===== config.mk =====
export PLATFORM = sky130hd
export DESIGN_NAME = mem_arbiter
export DESIGN_NICKNAME = d
export VERILOG_FILES = /design/src/rtl/mem_arbiter.sv
export SDC_FILE = /design/constraint.sdc
export NUM_CORES = 1
export LEC_CHECK = 0
export ABC_AREA = 1
export BUFFER_PORTS_ARGS = -buffer_cell sky130_fd_sc_hd__buf_2
export CELL_PAD_IN_SITES_DETAIL_PLACEMENT = 1
export CELL_PAD_IN_SITES_GLOBAL_PLACEMENT = 1
export CORE_MARGIN = 2
export CORE_UTILIZATION = 31
export CTS_CLUSTER_DIAMETER = 150
export DETAILED_ROUTE_END_ITERATION = 8
export HOLD_SLACK_MARGIN = 0.1
export PLACE_DENSITY_LB_ADDON = 0.3
export SYNTH_ARGS = -nofsm -noshare
export SYNTH_HDL_FRONTEND = slang
export SYNTH_SLANG_ARGS = --single-unit
export TNS_END_PERCENT = 100

===== constraint.sdc =====
create_clock -name clk -period 1.71 [get_ports clk]
set_clock_uncertainty 0.05 [all_clocks]
set_input_delay 0.2565 -clock clk [delete_from_list [all_inputs] [get_ports clk]]
set_output_delay 0.2565 -clock clk [all_outputs]
set_load 0.01 [all_outputs]

===== src/rtl/mem_arbiter.sv =====
// Single-owner arbiter for the shared single-port mem: loader > data > fetch, with loader lock.
// Optional MEM_ARB_RR_EN: data and fetch alternate via last_cpu instead of data-first.
module mem_arbiter #(
   parameter int unsigned ADDR_WIDTH = 16,
   parameter int unsigned DATA_WIDTH = 8
) (
   input  logic                  clk,
   input  logic                  reset_n,
   input  logic                  ld_req,
   input  logic                  ld_lock,
   input  logic                  ld_we,
   input  logic [ADDR_WIDTH-1:0] ld_addr,
   input  logic [DATA_WIDTH-1:0] ld_wdata,
   output logic                  ld_gnt,
   output logic                  ld_rvalid,
   input  logic                  f_req,
   input  logic [ADDR_WIDTH-1:0] f_addr,
   output logic                  f_gnt,
   output logic                  f_rvalid,
   input  logic                  d_req,
   input  logic                  d_we,
   input  logic [ADDR_WIDTH-1:0] d_addr,
   input  logic [DATA_WIDTH-1:0] d_wdata,
   output logic                  d_gnt,
   output logic                  d_rvalid,
   output logic [DATA_WIDTH-1:0] rdata,
   output logic                  cpu_hold,
   output logic                  mem_we,
   output logic [ADDR_WIDTH-1:0] mem_addr,
   output logic [DATA_WIDTH-1:0] mem_din,
   input  logic [DATA_WIDTH-1:0] mem_dout
);

   typedef enum logic [1:0] {IDLE = 2'd0, ACCESS = 2'd1, RESP = 2'd2} state_t;
   typedef enum logic [1:0] {OWN_NONE = 2'd0, OWN_LD = 2'd1, OWN_D = 2'd2, OWN_F = 2'd3} owner_t;

   state_t                state, state_n;
   owner_t                owner, owner_n;
   logic                  rd_pend, rd_pend_n;
   logic                  lock_active, lock_n;
   logic                  ld_gnt_n, f_gnt_n, d_gnt_n;
   logic                  ld_rvalid_n, f_rvalid_n, d_rvalid_n;
   logic [DATA_WIDTH-1:0] rdata_n;
   logic                  cpu_hold_n;
   logic                  mem_we_n;
   logic [ADDR_WIDTH-1:0] mem_addr_n;
   logic [DATA_WIDTH-1:0] mem_din_n;
   logic                  cpu_ok, d_sel, f_sel;

   // A held lock blocks the CPU ports, except at the arbitration point where ld_lock drops.
   assign cpu_ok = !(lock_active && ld_lock);

`ifdef MEM_ARB_RR_EN
   logic last_cpu, last_n;   // 1: data was the last CPU port served
   assign d_sel = d_req && (!f_req || !last_cpu);
`else
   assign d_sel = d_req;
`endif
   assign f_sel = f_req && !d_sel;

   // Next-state and next-output logic.
   always_comb begin
      state_n     = state;
      owner_n     = owner;
      rd_pend_n   = rd_pend;
      lock_n      = lock_active;
`ifdef MEM_ARB_RR_EN
      last_n      = last_cpu;
`endif
      ld_gnt_n    = 1'b0;
      f_gnt_n     = 1'b0;
      d_gnt_n     = 1'b0;
      ld_rvalid_n = 1'b0;
      f_rvalid_n  = 1'b0;
      d_rvalid_n  = 1'b0;
      rdata_n     = rdata;
      mem_we_n    = 1'b0;
      mem_addr_n  = mem_addr;
      mem_din_n   = mem_din;

      if (state == RESP && rd_pend) begin
         rdata_n = mem_dout;
         case (owner)
            OWN_LD:  ld_rvalid_n = 1'b1;
            OWN_D:   d_rvalid_n  = 1'b1;
            OWN_F:   f_rvalid_n  = 1'b1;
            default: ;
         endcase
      end

      unique case (state)
         ACCESS: state_n = RESP;
         IDLE, RESP: begin
            state_n   = IDLE;
            owner_n   = OWN_NONE;
            rd_pend_n = 1'b0;
            if (lock_active && !ld_lock) lock_n = 1'b0;
            if (ld_req) begin
               state_n    = ACCESS;
               owner_n    = OWN_LD;
               ld_gnt_n   = 1'b1;
               lock_n     = ld_lock;
               mem_we_n   = ld_we;
               mem_addr_n = ld_addr;
               mem_din_n  = ld_wdata;
               rd_pend_n  = !ld_we;
            end else if (cpu_ok && d_sel) begin
               state_n    = ACCESS;
               owner_n    = OWN_D;
               d_gnt_n    = 1'b1;
               mem_we_n   = d_we;
               mem_addr_n = d_addr;
               mem_din_n  = d_wdata;
               rd_pend_n  = !d_we;
`ifdef MEM_ARB_RR_EN
               last_n     = 1'b1;
`endif
            end else if (cpu_ok && f_sel) begin
               state_n    = ACCESS;
               owner_n    = OWN_F;
               f_gnt_n    = 1'b1;
               mem_addr_n = f_addr;
               rd_pend_n  = 1'b1;
`ifdef MEM_ARB_RR_EN
               last_n     = 1'b0;
`endif
            end
         end
         default: state_n = IDLE;
      endcase

      cpu_hold_n = lock_n || (state_n != IDLE && owner_n == OWN_LD);
   end

   // State and registered outputs; reset aborts any in-flight access.
   always_ff @(posedge clk or negedge reset_n) begin
      if (!reset_n) begin
         state       <= IDLE;
         owner       <= OWN_NONE;
         rd_pend     <= 1'b0;
         lock_active <= 1'b0;
`ifdef MEM_ARB_RR_EN
         last_cpu    <= 1'b0;
`endif
         ld_gnt      <= 1'b0;
         f_gnt       <= 1'b0;
         d_gnt       <= 1'b0;
         ld_rvalid   <= 1'b0;
         f_rvalid    <= 1'b0;
         d_rvalid    <= 1'b0;
         rdata       <= '0;
         cpu_hold    <= 1'b0;
         mem_we      <= 1'b0;
         mem_addr    <= '0;
         mem_din     <= '0;
      end else begin
         state       <= state_n;
         owner       <= owner_n;
         rd_pend     <= rd_pend_n;
         lock_active <= lock_n;
`ifdef MEM_ARB_RR_EN
         last_cpu    <= last_n;
`endif
         ld_gnt      <= ld_gnt_n;
         f_gnt       <= f_gnt_n;
         d_gnt       <= d_gnt_n;
         ld_rvalid   <= ld_rvalid_n;
         f_rvalid    <= f_rvalid_n;
         d_rvalid    <= d_rvalid_n;
         rdata       <= rdata_n;
         cpu_hold    <= cpu_hold_n;
         mem_we      <= mem_we_n;
         mem_addr    <= mem_addr_n;
         mem_din     <= mem_din_n;
      end
   end

endmodule


==> impl_metrics.py, run 1 <==
metrics = {
    "place": {
        "gp_congestion": 0.783,
        "placed_area_um2": 2930,
        "dp_hpwl_um": 5030,
        "io_buffers": 119,
        "dp_cells": 469,
    },
    "floorplanning": {
        "start_util_pct": 31.6,
        "die_w_um": 89.3,
        "io_pins": 120,
        "dieArea_um2": 7980,
        "dieHeight_um": 89.3,
        "core_um2": 7140,
        "fp-row-count": 31,
    },
    "critical_path": {
        "crit_chain": "inv_4, nand3_2, mux2_4",
        "cp-end-kind": "register",
        "cp_max_fo": 11,
        "cp.required_ns": 1.84,
        "path_class": "register to register",
        "max_stage_delay_ns": 0.47,
        "crit_path_start_kind": "register",
        "critPathSlowestCell": "dfrtp_1",
        "worstPathArrival_ns": 1.62,
    },
    "power_and_ir_drop": {
        "powerDensity_nw_per_um2": 1350,
        "ir_worst_vdd_uv": 351,
        "power.total_mw": 4.10,
        "leakagePower_nw": 1.72,
    },
    "drt": {
        "via_per_inst": 4.58,
        "route.detailed.drc": 0,
        "first_iter_violations": 47,
        "vias": 2190,
        "drt-total-wl_um": 6600,
        "final_antenna_net_count": 0,
        "wl_per_cell_um": 13.8,
        "first_pass_iters": 4,
    },
    "yosys": {
        "synth_area_leaders": "dfrtp_1 (51%), nand2_1 (17%), nand3_1 (7.5%)",
        "synth_simple_gate_area_share_pct": 32.8,
        "syn_nets": 337,
        "ys_types": 27,
        "seq_area_frac_synth_pct": 51.0,
        "synth_top_area_share_pct": 51.0,
        "ys_ff_latch": 46,
        "synthAdderAreaFrac_pct": 0,
        "yosysTopAreaCell": "dfrtp_1",
        "syn_avg_cell_area_um2": 8.78,
        "synth_warnings": 0,
        "synthXorXnorAreaFrac_pct": 0,
        "muxShareOfSynthArea_pct": 5.16,
        "synth_top_family_by_area": "simple AND/OR/NAND/NOR gates",
        "synth-compound-area-share_pct": 4.10,
        "synth_area_um2": 2260,
        "netlist_instances": 257,
    },
    "clock_network": {
        "cts_setup_buffers": 0,
        "cts_tree": "done",
        "clock-root-buffer": "clkbuf_8",
        "clkTransAtPathRegs_ns": 0.08,
        "cts.sinks": 46,
        "ctsResizeCount": 0,
        "cts-htree-levels": 2,
        "cts_buffers": 5,
        "cts-hold-fix-buffers": 1,
        "clk_latency_ns": 0.29,
        "clock_path_buffers": 2,
    },
    "global_routing": {
        "grt_overflow_total": 0,
        "grt_pass1_vias": 2214,
        "antenna_found_initial": 0,
        "grt_pass1_wl_um": 10600,
        "grt_max_degree": 26,
        "grt_usage_pct": 17.5,
    },
    "layout": {
        "num-fill-cells": 913,
        "fin_nets": 458,
        "fin_area_um2": 3050,
        "syn2layout_area_growth_pct": 35.1,
        "fin_cells": 478,
        "drive_gt1_share_pct": 40.1,
        "n_antenna_cell": 0,
    },
    "sta": {
        "slew_headroom_pct": 77.2,
        "drv_slew": 0,
        "min_period_ns": 1.49,
        "rsz0062_at_grt": "false",
        "final.period_utilization_pct": 87.1,
        "tns_ns": 0,
        "fmax_mhz": 671,
        "finalSetupViolCount": 0,
        "worst_pin_slew_ns": 0.341,
        "finalHoldViolCount": 0,
    },
    "min_path": {
        "hp-class": "input pin to register",
    },
    "job": {
        "maxCapViolCount": 0,
    },
    "run_status": {
        "status": "completed",
    },
}
[cells in the mapped netlist]
library cell    n
nand2_1       104
dfrtp_1        46
nand3_1        34
inv_1          10
o211ai_1        8
mux2_4          7
nor2_1          7
buf_6           6
or2_0           6
inv_4           3
nand2_4         3
nor3_1          3
buf_2           2
buf_4           2
nand2_2         2
nand4_1         2
or2_1           2
a211oi_1        1
a21oi_1         1
clkbuf_1        1
inv_2           1
mux2_2          1
nand3_2         1
nor2_8          1
o21ai_0         1
o21ai_2         1
o22ai_1         1
[cells in the final DEF, fill, tap and decap left out, types with 4 or more instances in the layout]
cell      synthesis  layout
or2_0             6       6
buf_2             2     119
buf_4             2       4
inv_1            10      10
nor2_1            7       7
nand3_1          34      34
clkbuf_8          0       5
dfrtp_1          46      46
mux2_4            7       7
o211ai_1          8       8
nand2_1         104     104
[through the flow]
| stage | setup slack (ns) | utilization, % | hold slack [ns] |
|---|---|---|---|
| finish | 0.220 | 42.7 | 0.140 |
| global route | 0.109 | 42.7 | 0.128 |
| CTS | 0.185 | 42.7 | 0.131 |
| detailed placement | 0.146 | 41.1 | 0.0888 |
| global placement | 0.220 | 41.1 | 0.0904 |
| floorplan | 0.464 | - | -0.0891 |
[critical path, delay by kind of cell (launching register included)]
family,cells,cell delay (ns)
buffers and inverters,1,0.16
flip-flops,1,0.47
multiplexers,1,0.40
AND/OR/NAND/NOR,1,0.30
[registers in the layout, indices dropped and copies added (netlist names)]
register and cells:
mem_addr 16, ld_gnt 1, owner 2, cpu_hold 1, f_rvalid 1, mem_we 1
d_rvalid 1, ld_rvalid 1, d_gnt 1, f_gnt 1, mem_din 8, state 2
lock_active 1, rd_pend 1, rdata 8
[layout make-up]
type / instances / area, um^2 / area share [%]
Sequential cell: 46 / 1150 / 37.8
Multi-Input combinational cell: 186 / 950 / 31.1
Timing Repair Buffer: 125 / 656 / 21.5
Tap cell: 99 / 124 / 4.06
Clock buffer: 5 / 68.8 / 2.26
Inverter: 14 / 60.1 / 1.97
Clock inverter: 3 / 40.0 / 1.31
[cells by family after synthesis]
| family | Yosys count |
|---|---|
| simple gates | 165 |
| flops | 46 |
| buf+inv | 25 |
| compound gates | 13 |
| mux | 8 |
[worst paths after layout]
check                            startpoint           to  slack, ns  cells past startpoint
worst max-delay path               state[0]     rdata[4]       0.22                      3
max in group asynchronous           reset_n  mem_addr[9]       0.85                      3
min in group asynchronous           reset_n   mem_din[2]       0.31                      2
worst max register to register     state[0]     rdata[4]       0.22                      3
worst min register to register     state[1]     state[1]       0.41                      1
worst min-delay path            mem_dout[7]     rdata[7]       0.14                      2
[report_power, final]
part	total, mW	switching (mW)	internal (mW)	leakage (nW)
clock network	0.778	0.348	0.430	0.0579
logic	1.59	0.902	0.688	1.10
registers	1.73	0.233	1.50	0.567
total	4.10	1.48	2.62	1.72
[layer usage]
layer  vias up  routed length [um]  GRT usage, %
met5         -                   0             0
met1      1042                2720          20.6
met4         0                 105          5.97
met2        71                3390          30.8
met3         7                 381          4.52
li1       1070                   -             -
Note: power is estimated with default switching activity, not from simulation.
==> run 2: changes to the inputs <==
--- a/config.mk
+++ b/config.mk
@@ -10,11 +10,12 @@
 export CELL_PAD_IN_SITES_DETAIL_PLACEMENT = 1
 export CELL_PAD_IN_SITES_GLOBAL_PLACEMENT = 1
 export CORE_MARGIN = 2
-export CORE_UTILIZATION = 31
+export CORE_UTILIZATION = 28
 export CTS_CLUSTER_DIAMETER = 150
 export DETAILED_ROUTE_END_ITERATION = 8
 export HOLD_SLACK_MARGIN = 0.1
 export PLACE_DENSITY_LB_ADDON = 0.3
+export REMOVE_ABC_BUFFERS = 1
 export SYNTH_ARGS = -nofsm -noshare
 export SYNTH_HDL_FRONTEND = slang
 export SYNTH_SLANG_ARGS = --single-unit
==> constraint.sdc (replaced) <==
create_clock -name clk -period 1.2 [get_ports clk]
set_clock_uncertainty 0.05 [all_clocks]
set_input_delay 0.18 -clock clk [delete_from_list [all_inputs] [get_ports clk]]
set_output_delay 0.18 -clock clk [all_outputs]
set_load 0.01 [all_outputs]
==> run 2 against run 1 <==
The flow now finishes with violations (setup timing). Flip-flop and latch count stayed put. Hold slack lost 0.023 ns. Global-route usage decreased by 0.95 points. Utilization up 3.4 points. Highest routed layer unchanged. Critical path depth is 5 higher.
==> impl_metrics.py, run 2 (same netlist as run 1, synthesis figures left out) <==
metrics = {
    "place": {
        "io_buffers": 119,
        "dp_hpwl_um": 5050,
        "gp_congestion": 0.751,
    },
    "sta": {
        "slew_headroom_pct": 83.1,
        "worst_pin_slew_ns": 0.253,
        "drv_slew": 0,
        "min_period_ns": 1.23,
        "timing.hold.ws_ns": 0.117,
        "fmax_mhz": 815,
        "finalSetupViolCount": 16,
        "finalHoldViolCount": 0,
        "tns_ns": -0.213,
        "setup_slack_ns": -0.0272,
        "final.period_utilization_pct": 102,
        "rsz0062_at_grt": "true",
    },
    "layout": {
        "num-fill-cells": 970,
        "fin_nets": 495,
        "n_antenna_cell": 0,
        "reg_top3": "mem_addr (16), mem_din (8), rdata (8)",
        "drive_gt1_share_pct": 44.5,
        "final_common_cell": "buf_2",
        "largest_reg_flops": 16,
        "final_cell_mix": "buf_2 (119), nand2_1 (101), dfrtp_1 (46)",
        "syn2layout_area_growth_pct": 58.8,
        "top_register": "mem_addr",
    },
    "floorplanning": {
        "core_um2": 7770,
        "dieHeight_um": 93.8,
        "die_w_um": 93.8,
        "dieArea_um2": 8800,
        "io_pins": 120,
        "fp-row-count": 32,
        "start_util_pct": 29.1,
    },
    "critical_path": {
        "cp.required_ns": 1.40,
        "reg2reg_depth": 8,
        "regToRegStartpoint": "lock_active",
        "crit_start": "lock_active",
        "crit_path_start_kind": "register",
        "regToRegEndpoint": "mem_addr[8]",
        "cp_max_fo": 14,
        "cp-end-kind": "register",
        "r2r_slack_ns": -0.03,
        "worstPathArrival_ns": 1.43,
        "path_class": "register to register",
    },
    "job": {
        "maxCapViolCount": 0,
    },
    "drt": {
        "via_per_inst": 4.44,
        "drt-total-wl_um": 7220,
        "vias": 2298,
        "route.detailed.drc": 0,
        "wl_per_cell_um": 13.9,
        "first_iter_violations": 24,
        "first_pass_iters": 4,
        "final_antenna_net_count": 0,
    },
    "clock_network": {
        "cts_tree": "done",
        "cts.sinks": 46,
        "cts-htree-levels": 2,
        "clkTransAtPathRegs_ns": 0.09,
        "clk_latency_ns": 0.30,
        "cts_buffers": 5,
        "clock_path_buffers": 2,
        "clock-root-buffer": "clkbuf_8",
    },
    "global_routing": {
        "grt_usage_pct": 16.5,
        "busiest_layer": "met2",
        "grt_pass1_wl_um": 11500,
        "grt_pass1_vias": 2403,
        "use_met2_pct": 27.9,
        "gr-usage-met3_pct": 4.74,
        "grt_max_degree": 47,
        "grt_overflow_total": 0,
        "antenna_found_initial": 0,
        "use_met1_pct": 21.3,
    },
    "power_and_ir_drop": {
        "ir_worst_vdd_uv": 561,
        "leakagePower_nw": 1.96,
        "power.total_mw": 6.46,
        "powerDensity_nw_per_um2": 1800,
    },
    "run_status": {
        "status": "finished with violations",
        "violations": "setup timing",
    },
    "min_path": {
        "holdPathStages": 5,
        "worstHoldEndpoint": "mem_addr[11]",
        "hp-class": "input pin to register",
        "worstHoldStart": "d_addr[11]",
    },
}
[run 2: cell count changes in the layout (fill, tap and decap cells not counted), sizes merged]
| cell | change |
|---|---|
| buf | +16 |
| clkinv | -2 |
| clkinvlp | +2 |
| clkbuf | +2 |
| dlygate4sd3 | +18 |
| nand2 | +1 |
[run 2: worst max-delay path by stage]
stage              endpoint  cells after the start
2_1_floorplan      rdata[1]                      3
3_3_place_gp   mem_addr[15]                      7
3_5_place_dp     mem_din[7]                      7
4_1_cts        mem_addr[10]                      8
5_1_grt        mem_addr[14]                      8
6_report        mem_addr[8]                      8
[run 2: per-layer routing]
layer / vias up / routed length (um) / share of wire (%)
li1: 1143 / - / -
met1: 1063 / 3290 / 46
met2: 88 / 3370 / 47
met3: 4 / 522 / 7.2
met4: 0 / 42 / 0.58
met5: - / 0 / 0
[run 2: layout make-up]
cell class                 count  area, um^2  area share (%)
sequential                    46        1150            32.1
timing repair buffer         161        1080            30.0
multi-input combinational    187        1050            29.2
tap                          102         128            3.56
clock buffer                   5        68.8            1.92
inverter                      14        67.6            1.89
clock inverter                 3        45.0            1.26
[run 2: power by group]
group          leakage (nW)  switching, mW  total (mW)  internal (mW)
combinational          1.35           1.43        2.80           1.36
clock                0.0504          0.559        1.18          0.620
sequential            0.567          0.350        2.49           2.14
[run 2: critical path, stage by stage, from the launching register on]
cell and delay, ns:
dfrtp_1 0.42, nand2_4 0.12, nand2_8 0.09, nor2_8 0.12, buf_12 0.14, nand2_1 0.06, nand3_2 0.06, nand2_1 0.05
nand2_1 0.05
[run 2: timing repair]
action	CTS	global route
pin swaps	4	9
buffers inserted	2	4
hold endpoints to repair	64	0
gates resized for setup	6	20
hold buffers	19	0
gates cloned	1	2
setup endpoints to repair	25	35
[run 2: stage by stage]
step | instance area [um^2] | utilization [%] | worst slack (ns) | instances
after floorplan | 2160 | - | -0.118 | 246
after global placement | 3070 | 39.5 | 0.00221 | 482
after detailed placement | 3070 | 39.5 | -0.0310 | 482
after CTS | 3420 | 44.0 | -0.0499 | 512
after global routing | 3580 | 46.1 | -0.136 | 518
final | 3580 | 46.1 | -0.0272 | 518
